<file path="src/rtl/if_id_stage_reg.sv">
// if_id_stage_reg: IF/ID pipeline boundary register.
// Carries LANES instruction slots, the bundle PC and per-lane valid bits.
// Upstream is the fetch unit; downstream is the decoder.
// A main entry drives the outputs and a skid entry absorbs one extra bundle,
// so in_ready_o comes straight from a flop and never from out_ready_i.
// Lanes whose valid bit is low are stored as zero (per-lane NOP bubble).
// Bundles with no valid lane are dropped without any state change.
// Optional feature macro: IF_ID_PERF_EN adds the stall_cycles_o and
// flush_count_o saturating 16-bit performance counters.

module if_id_stage_reg #(
    parameter int LANES   = 2,
    parameter int INSTR_W = 32,
    parameter int PC_W    = 8
) (
    input  logic                     clk,
    input  logic                     reset,
    input  logic                     in_valid_i,
    output logic                     in_ready_o,
    input  logic [PC_W-1:0]          in_pc_i,
    input  logic [LANES*INSTR_W-1:0] in_instr_i,
    input  logic [LANES-1:0]         in_lane_valid_i,
    input  logic                     flush_i,
    input  logic                     stall_i,
    output logic                     out_valid_o,
    input  logic                     out_ready_i,
    output logic [PC_W-1:0]          out_pc_o,
    output logic [LANES*INSTR_W-1:0] out_instr_o,
    output logic [LANES-1:0]         out_lane_valid_o
`ifdef IF_ID_PERF_EN
    ,
    output logic [15:0]              stall_cycles_o,
    output logic [15:0]              flush_count_o
`endif
);

    localparam int DW = LANES * INSTR_W;

    // Occupancy: EMPTY (no entry), ONE (main only), FULL (main + skid).
    typedef enum logic [1:0] {
        ST_EMPTY = 2'b00,
        ST_ONE   = 2'b01,
        ST_FULL  = 2'b11
    } state_e;

    // Zero every instruction slot whose lane-valid bit is clear.
    function automatic logic [DW-1:0] mask_lanes(
        input logic [DW-1:0]    instr,
        input logic [LANES-1:0] lane_valid
    );
        logic [DW-1:0] res;
        res = {DW{1'b0}};
        for (int k = 0; k < LANES; k++) begin
            if (lane_valid[k]) begin
                res[k*INSTR_W +: INSTR_W] = instr[k*INSTR_W +: INSTR_W];
            end else begin
                res[k*INSTR_W +: INSTR_W] = {INSTR_W{1'b0}};
            end
        end
        return res;
    endfunction

    state_e            state_q,      state_d;
    logic              out_valid_q,  out_valid_d;
    logic              in_ready_q,   in_ready_d;
    logic [PC_W-1:0]   main_pc_q,    main_pc_d;
    logic [DW-1:0]     main_instr_q, main_instr_d;
    logic [LANES-1:0]  main_lv_q,    main_lv_d;
    logic [PC_W-1:0]   skid_pc_q,    skid_pc_d;
    logic [DW-1:0]     skid_instr_q, skid_instr_d;
    logic [LANES-1:0]  skid_lv_q,    skid_lv_d;

    logic              push_s;
    logic              pop_s;
    logic [DW-1:0]     in_instr_masked_s;

    // Handshake events; an all-bubble bundle never counts as a push.
    always_comb begin
        push_s            = in_valid_i & in_ready_q & (|in_lane_valid_i);
        pop_s             = out_valid_q & out_ready_i & ~stall_i;
        in_instr_masked_s = mask_lanes(in_instr_i, in_lane_valid_i);
    end

    // Next-state for occupancy and both entries; flush clears everything.
    always_comb begin
        state_d      = state_q;
        main_pc_d    = main_pc_q;
        main_instr_d = main_instr_q;
        main_lv_d    = main_lv_q;
        skid_pc_d    = skid_pc_q;
        skid_instr_d = skid_instr_q;
        skid_lv_d    = skid_lv_q;
        if (flush_i) begin
            state_d      = ST_EMPTY;
            main_pc_d    = {PC_W{1'b0}};
            main_instr_d = {DW{1'b0}};
            main_lv_d    = {LANES{1'b0}};
            skid_pc_d    = {PC_W{1'b0}};
            skid_instr_d = {DW{1'b0}};
            skid_lv_d    = {LANES{1'b0}};
        end else begin
            case (state_q)
                ST_EMPTY: begin
                    if (push_s) begin
                        state_d      = ST_ONE;
                        main_pc_d    = in_pc_i;
                        main_instr_d = in_instr_masked_s;
                        main_lv_d    = in_lane_valid_i;
                    end else begin
                        state_d      = ST_EMPTY;
                    end
                end
                ST_ONE: begin
                    if (push_s && pop_s) begin
                        state_d      = ST_ONE;
                        main_pc_d    = in_pc_i;
                        main_instr_d = in_instr_masked_s;
                        main_lv_d    = in_lane_valid_i;
                    end else if (push_s) begin
                        state_d      = ST_FULL;
                        skid_pc_d    = in_pc_i;
                        skid_instr_d = in_instr_masked_s;
                        skid_lv_d    = in_lane_valid_i;
                    end else if (pop_s) begin
                        // Clear main so the outputs read as zero when empty.
                        state_d      = ST_EMPTY;
                        main_pc_d    = {PC_W{1'b0}};
                        main_instr_d = {DW{1'b0}};
                        main_lv_d    = {LANES{1'b0}};
                    end else begin
                        state_d      = ST_ONE;
                    end
                end
                ST_FULL: begin
                    if (pop_s) begin
                        state_d      = ST_ONE;
                        main_pc_d    = skid_pc_q;
                        main_instr_d = skid_instr_q;
                        main_lv_d    = skid_lv_q;
                        skid_pc_d    = {PC_W{1'b0}};
                        skid_instr_d = {DW{1'b0}};
                        skid_lv_d    = {LANES{1'b0}};
                    end else begin
                        state_d      = ST_FULL;
                    end
                end
                default: begin
                    // Unreachable encoding: recover to a clean empty stage.
                    state_d      = ST_EMPTY;
                    main_pc_d    = {PC_W{1'b0}};
                    main_instr_d = {DW{1'b0}};
                    main_lv_d    = {LANES{1'b0}};
                    skid_pc_d    = {PC_W{1'b0}};
                    skid_instr_d = {DW{1'b0}};
                    skid_lv_d    = {LANES{1'b0}};
                end
            endcase
        end
    end

    // Flag decode of the next occupancy so both handshake outputs are flops.
    always_comb begin
        out_valid_d = (state_d != ST_EMPTY);
        in_ready_d  = (state_d != ST_FULL);
    end

    // State and entry registers; synchronous reset behaves like a flush.
    always_ff @(posedge clk) begin
        if (reset) begin
            state_q      <= ST_EMPTY;
            out_valid_q  <= 1'b0;
            in_ready_q   <= 1'b1;
            main_pc_q    <= {PC_W{1'b0}};
            main_instr_q <= {DW{1'b0}};
            main_lv_q    <= {LANES{1'b0}};
            skid_pc_q    <= {PC_W{1'b0}};
            skid_instr_q <= {DW{1'b0}};
            skid_lv_q    <= {LANES{1'b0}};
        end else begin
            state_q      <= state_d;
            out_valid_q  <= out_valid_d;
            in_ready_q   <= in_ready_d;
            main_pc_q    <= main_pc_d;
            main_instr_q <= main_instr_d;
            main_lv_q    <= main_lv_d;
            skid_pc_q    <= skid_pc_d;
            skid_instr_q <= skid_instr_d;
            skid_lv_q    <= skid_lv_d;
        end
    end

    // Outputs come straight from the main entry; it is all-zero when empty.
    always_comb begin
        in_ready_o       = in_ready_q;
        out_valid_o      = out_valid_q;
        out_pc_o         = main_pc_q;
        out_instr_o      = main_instr_q;
        out_lane_valid_o = main_lv_q;
    end

`ifdef IF_ID_PERF_EN
    logic [15:0] stall_cycles_q, stall_cycles_d;
    logic [15:0] flush_count_q,  flush_count_d;

    // Saturating counters: stalled-with-valid cycles and flush cycles.
    always_comb begin
        if (out_valid_q && stall_i && (stall_cycles_q != 16'hFFFF)) begin
            stall_cycles_d = stall_cycles_q + 16'd1;
        end else begin
            stall_cycles_d = stall_cycles_q;
        end
        if (flush_i && (flush_count_q != 16'hFFFF)) begin
            flush_count_d = flush_count_q + 16'd1;
        end else begin
            flush_count_d = flush_count_q;
        end
    end

    // Counter registers; only reset clears them, flush does not.
    always_ff @(posedge clk) begin
        if (reset) begin
            stall_cycles_q <= 16'd0;
            flush_count_q  <= 16'd0;
        end else begin
            stall_cycles_q <= stall_cycles_d;
            flush_count_q  <= flush_count_d;
        end
    end

    // Counter outputs are the registers themselves.
    always_comb begin
        stall_cycles_o = stall_cycles_q;
        flush_count_o  = flush_count_q;
    end
`endif

endmodule

</file>
<file path="config.mk">
export PLATFORM = sky130hd
export DESIGN_NAME = if_id_stage_reg
export DESIGN_NICKNAME = d
export VERILOG_FILES = /design/src/rtl/if_id_stage_reg.sv
export SDC_FILE = /design/constraint.sdc
export NUM_CORES = 1
export LEC_CHECK = 0
export CAP_MARGIN = 20
export CORE_ASPECT_RATIO = 0.6
export CORE_MARGIN = 2
export CORE_UTILIZATION = 48
export CTS_CLUSTER_SIZE = 10
export DETAILED_ROUTE_END_ITERATION = 6
export PLACE_DENSITY = 0.9
export SLEW_MARGIN = 25
export SYNTH_ARGS = -nofsm -noshare
export SYNTH_HDL_FRONTEND = slang
export SYNTH_SLANG_ARGS = --single-unit
</file>
<file path="constraint.sdc">
create_clock -name clk -period 2.2 [get_ports clk]
set_input_delay 0.33 -clock clk [delete_from_list [all_inputs] [get_ports clk]]
set_output_delay 0.33 -clock clk [all_outputs]
set_load 0.02 [all_outputs]
</file>
==> results.txt, run 1 <==
drt initial violations -> 385
row cnt -> 31
die area -> 13,100 um^2
layout net count -> 752
clock sink total -> 152
final period utilization -> 81.91%
Die H -> 89.46 um
global-route wire length before repair -> 26.01 mm
die span in x -> 146.4 um
Routability Congestion -> 0.7804
total CTS buffers -> 17
sequential share of the synthesized area -> 52.09%
Pre-Repair DR Iteration Count -> 5
Leak Pwr -> 0.002963 uW
synthesized area per cell -> 11.02 um^2
post-route cell area -> 8232 um^2
largest net degree at the start of global routing -> 56
worst vdd ir -> 0.5029 mV
total number of vias -> 5,023
RSZ-0062 raised after global routing -> no
Syn Inst Count -> 530
clk root buf -> clkbuf_16
Port Buffers -> 155
Post-synth EDFFs -> 0
worst path required time -> 2.54 ns
CTS tree -> done
Worst Path Max Fanout -> 10
Total Routing Usage GR -> 24.83%
Core ar. -> 11,950 um^2
critical path type -> flip-flop to flip-flop
dpl cell area -> 7642 um^2
Hold Vio Cnt, Final -> 0
Slew @ Worst Pin -> 0.6398 ns
dpl hpwl -> 10.54 mm
HP Class -> flip-flop to flip-flop
most numerous cell in the Yosys netlist -> dfxtp_1
crit start category -> flip-flop
final setup fails -> 0
crit path DAT -> 2.14 ns
Yosys top cell by area -> dfxtp_1
top-area cell type share of the netlist area -> 52.09%
# hold bufs at CTS -> 0
# resized after CTS -> 0
pwr/cell area -> 765.7 nW/um^2
Ant. Diodes -> 0
Worst setup EP type -> flip-flop
per-cell routed wire length -> 19.06 um
Pins Over Slew Limit -> 0
worst clock skew -> 0.008156 ns
post-synthesis async set-or-reset flop share -> 0%
Cell variety after synth -> 35
maximum clock rate -> 555.0 MHz
Final Util -> 68.90%
WHS -> 0.4557 ns
Reg clk slew, reported paths -> 0.06 ns
CTS HTree Levels -> 4
synth top area cells -> dfxtp_1 52%, a22o_1 19%, o2bb2ai_1 11%
area delta synth->final -> 40.91%
top post-synthesis cells by count -> 152 x dfxtp_1, 128 x a22o_1, 74 x o2bb2ai_1, 64 x a21oi_1, 25 x buf_2
Post-Syn Area -> 5842 um^2
Synth Register Bits -> 152
post-route ant nets -> 0
outcome -> completed
time the worst path needs with I/O delays and setup -> 1.802 ns
grt ovf -> 0
Synthesis Warnings -> 0
starting density of the core -> 48.90%
max cap viols -> 0
setup TNS -> 0 ns
vias per cell -> 5.909
Power, Total -> 6303 uW
# Post-CTS Setup Buffers -> 0
vias in the first global route -> 4,955
initial antenna violation count -> 0
ys flop type -> dfxtp_1
Top Ports -> 156
share of cells above drive strength 1 -> 9.635%
clk buf depth -> 2
clk_lat worst skew -> 0.41 ns
final wirelength -> 16.20 mm
slew margin rel. -> 57.26%
Mapped Nets -> 610
DRC -> 0
==> layer usage <==
layer	routed length, um	global-route usage [%]	vias to the layer above
met4	160	6.796	0
met1	7559	33.06	2421
met5	0	0	-
met2	7334	40.39	206
met3	1145	6.939	15
li1	-	-	2381
==> power by group <==
group | switching (uW) | leakage [uW] | internal, uW
registers | 25.1 | 0.00123 | 2790
clock network | 1160 | 0.000284 | 1710
logic | 301 | 0.00145 | 313
==> metrics by stage <==
stage,worst slack [ns],std cells
after global routing,0.2681,850
final,0.3981,850
after floorplan,0.4822,530
after CTS,0.4181,850
after global placement,0.1519,818
after detailed placement,0.06163,818
==> registers in the layout, summed over array words and instances, names as in the netlist, 2 cells and up <==
register / count
out_instr_o: 64
state_q: 2
skid_instr_q: 64
skid_pc_q: 8
skid_lv_q: 2
out_lane_valid_o: 2
out_pc_o: 8
==> cells by family (layout without fill, tap and decap cells) <==
family | Yosys count | count (layout) | share of synthesized area [%]
AOI/OAI and AO/OA | 284 | 284 | 38.38
buffers and inverters | 53 | 208 | 4.583
and+or+nand+nor | 33 | 33 | 3.577
muxes | 8 | 8 | 1.371
DFF | 152 | 152 | 52.09
==> area by class of cell <==
class	instances	area, um^2
fillers	864	3715
flip-flops and latches	152	3043
inverters	2	7.507
clock buffers	19	442.9
well taps	165	206.4
multi-input cells	325	2566
repair buffers	174	1819
clock inverters	13	146.4
==> critical path, cell delays in order, from the launching register on <==
cell,delay (ns)
dfxtp_1,0.61
and2_2,0.26
nor2b_1,0.53
a22oi_1,0.16
o2bb2ai_1,0.18
==> path summary, 6_finish.rpt <==
check                 endpoint  slack [ns]         start  cells past startpoint
setup / recovery   out_pc_o[5]        0.40    state_q[1]                      4
setup reg to reg   out_pc_o[5]        0.40    state_q[1]                      4
hold / removal    skid_lv_q[1]        0.46  skid_lv_q[1]                      1
hold reg to reg   skid_lv_q[1]        0.46  skid_lv_q[1]                      1
==> cell usage in the layout (no fill, tap or decap), drive strengths merged, types with 4 or more instances in the layout <==
cell type	count
dfxtp	152
buf	19
o2bb2ai	74
a21oi	65
clkdlybuf4s50	155
a22o	128
a22oi	8
nor2	17
mux2i	8
inv	4
clkinv	7
clkbuf	19
No activity file was read; power rests on OpenSTA's default activity.
==> run 2, diff against run 1 <==
==> constraint.sdc (replaced) <==
create_clock -name clk -period 1.7 [get_ports clk]
set_input_delay 0.255 -clock clk [delete_from_list [all_inputs] [get_ports clk]]
set_output_delay 0.255 -clock clk [all_outputs]
set_load 0.02 [all_outputs]
==> results.txt, run 2 (synthesis results as in run 1) <==
reg2reg start -> state_q[1] (unchanged)
Power, Total -> 8156 uW (was 6303 uW)
crit path DAT -> 1.41 ns (was 2.14 ns)
crit path buf inv count -> 1 (was 0)
starting density of the core -> 48.90% (unchanged)
crit start category -> flip-flop (unchanged)
Pins Over Slew Limit -> 0 (unchanged)
grt ovf -> 0 (unchanged)
worst clock skew -> 0.01086 ns (was 0.008156 ns)
Die H -> 89.46 um (unchanged)
worst path required time -> 1.44 ns (was 2.54 ns)
Worst Path Max Fanout -> 2 (was 10)
max cap viols -> 0 (unchanged)
initial antenna violation count -> 0 (unchanged)
clk buf depth -> 2 (unchanged)
CTS HTree Levels -> 4 (unchanged)
Final Util -> 69.92% (was 68.90%)
share of cells above drive strength 1 -> 11.75% (was 9.635%)
Slew @ Worst Pin -> 0.4480 ns (was 0.6398 ns)
multi-input logic area -> 2572 um^2 (was 2566 um^2)
Routability Congestion -> 0.8103 (was 0.7804)
Core ar. -> 11,950 um^2 (unchanged)
DRC -> 0 (unchanged)
Clock Power Share -> 45.3% (was 45.6%)
Net Sw Frac -> 25.15% (was 23.64%)
global-route wire length before repair -> 26.10 mm (was 26.01 mm)
layout net count -> 765 (was 752)
clk_lat worst skew -> 0.42 ns (was 0.41 ns)
Fillers -> 866 (was 864)
worst vdd ir -> 0.6394 mV (was 0.5029 mV)
vias per cell -> 6.068 (was 5.909)
Comb power frac -> 10.0% (was 9.7%)
HP Class -> flip-flop to flip-flop (unchanged)
RSZ-0062 raised after global routing -> no (unchanged)
crit-path leading delay family -> buffers and inverters (was simple AND/OR/NAND/NOR gates)
slew margin rel. -> 70.06% (was 57.26%)
drt initial violations -> 418 (was 385)
clk root buf -> clkbuf_16 (unchanged)
final setup fails -> 0 (unchanged)
WP depth -> 1 (was 4)
Total Routing Usage GR -> 25.06% (was 24.83%)
pwr/cell area -> 976.5 nW/um^2 (was 765.7 nW/um^2)
Hold Vio Cnt, Final -> 0 (unchanged)
Port Buffers -> 155 (unchanged)
Slowest cell on crit path -> clkdlybuf4s50_1 (was dfxtp_1)
Reg clk slew, reported paths -> 0.06 ns (about the same)
total number of vias -> 5,237 (was 5,023)
total CTS buffers -> 17 (unchanged)
worst-path cell chain -> clkdlybuf4s50_1 (was and2_2 > nor2b_1 > a22oi_1 > o2bb2ai_1)
row cnt -> 31 (unchanged)
time the worst path needs with I/O delays and setup -> 1.663 ns
Setup crit end -> out_instr_o[22] (was out_pc_o[5])
largest net degree at the start of global routing -> 44 (was 56)
FF-to-FF path depth -> 5 (was 4)
sequential cell area -> 3044 um^2 (was 3043 um^2)
Top Ports -> 156 (unchanged)
Leak Pwr -> 0.003079 uW (was 0.002963 uW)
vias in the first global route -> 4,974 (was 4,955)
die area -> 13,100 um^2 (unchanged)
area delta synth->final -> 42.99% (was 40.91%)
Sw Pwr -> 2051 uW (was 1490 uW)
CTS tree -> done (unchanged)
final period utilization -> 97.82%
Ant. Diodes -> 0 (unchanged)
clock sink total -> 152 (unchanged)
R2R setup slack -> 0.10 ns (was 0.40 ns)
Crit. Startpoint -> out_instr_o[22] (was state_q[1])
CP max stage delay -> 0.63 ns (was 0.61 ns)
RR Endpoint -> skid_pc_q[2] (was out_pc_o[5])
final wirelength -> 16.33 mm (was 16.20 mm)
maximum clock rate -> 601.4 MHz
Worst setup EP type -> output pin (was flip-flop)
critical path type -> flip-flop to output pin (was flip-flop to flip-flop)
per-cell routed wire length -> 18.93 um (was 19.06 um)
Pre-Repair DR Iteration Count -> 5 (unchanged)
sequential share of power -> 44.6% (about the same)
dpl hpwl -> 10.70 mm (was 10.54 mm)
# hold bufs at CTS -> 0 (unchanged)
die span in x -> 146.4 um (unchanged)
most frequent cells in the layout -> 151 x clkdlybuf4s50_1, 151 x dfxtp_1, 128 x a22o_1 (was 155 x clkdlybuf4s50_1, 152 x dfxtp_1, 128 x a22o_1)
outcome -> completed (unchanged)
Cell Int Power -> 6105 uW (was 4813 uW)
post-route ant nets -> 0 (unchanged)
-- run 2: changes by cell type in the layout (fill, tap and decap cells not counted), moves of 2 or more --
cell	change
clkinv_4	-4
clkinvlp_4	+2
clkdlybuf4s50_1	-4
inv_6	+3
dlymetal6s2s_1	+3
buf_4	+11
inv_8	+4
clkinv_2	-2
-- run 2: worst register-to-register path, delay by kind of cell (launching register included) --
kind / cells / cell delay [ns]
AND/OR/NAND/NOR: 2 / 0.43
flip-flops: 1 / 0.37
multiplexers: 1 / 0.24
buffers and inverters: 2 / 0.46
-- run 2: metal layers --
layer  share of wire (%)  vias up  global-route usage (%)
met2                  47      250                   40.57
met5                   0        -                       0
li1                    -     2411                       -
met3                 7.9       17                   6.378
met1                  44     2559                   33.62
met4                0.80        0                   7.767
-- run 2: cell type report --
type	instances	area share (%)
Clock buffer	17	5.093
Tap cell	165	2.472
Sequential cell	152	36.44
Clock inverter	15	1.887
Multi-Input combinational cell	325	30.80
Inverter	2	0.08987
Timing Repair Buffer	187	23.22
-- run 2: how the worst min path moves through the flow --
stage	from	cells past startpoint	to	slack [ns]
floorplan	in_instr_i[26]	1	skid_instr_q[26]	0.38
global placement	skid_lv_q[0]	1	skid_lv_q[0]	0.43
detailed placement	skid_lv_q[0]	1	skid_lv_q[0]	0.44
CTS	skid_lv_q[0]	1	skid_lv_q[0]	0.45
global route	out_instr_o[33]	1	out_instr_o[33]	0.48
finish	skid_lv_q[0]	1	skid_lv_q[0]	0.45
-- run 2: through the flow --
step	hold WS, ns	setup slack (ns)	instances	cell area (um^2)	TNS, ns
after floorplan	0.3805	0.08916	530	5843	0
after global placement	0.4274	-0.2076	831	7754	-28.16
after detailed placement	0.4369	-0.3237	831	7754	-38.92
after CTS	0.4512	0.02094	863	8337	0
after global routing	0.4757	0.0007383	863	8353	0
final	0.4489	0.03711	863	8353	0
-- run 2: timing repair --
action | 4_1_cts | 5_1_grt
setup endpoints to repair | 3 | 49
pin swaps | 0 | 0
cloned | 0 | 0
setup buffers | 0 | 0
gates resized for setup | 2 | 5
-- run 2: power groups by stage --
| stage | clock network [uW] | registers (uW) | logic, uW |
|---|---|---|---|
| final | 3700 | 3640 | 819 |
| after global routing | 3920 | 3640 | 873 |
| after CTS | 3760 | 3640 | 817 |
| after detailed placement | 0 | 3720 | 808 |
| after global placement | 0 | 3720 | 783 |
| after floorplan | 0 | 3750 | 331 |
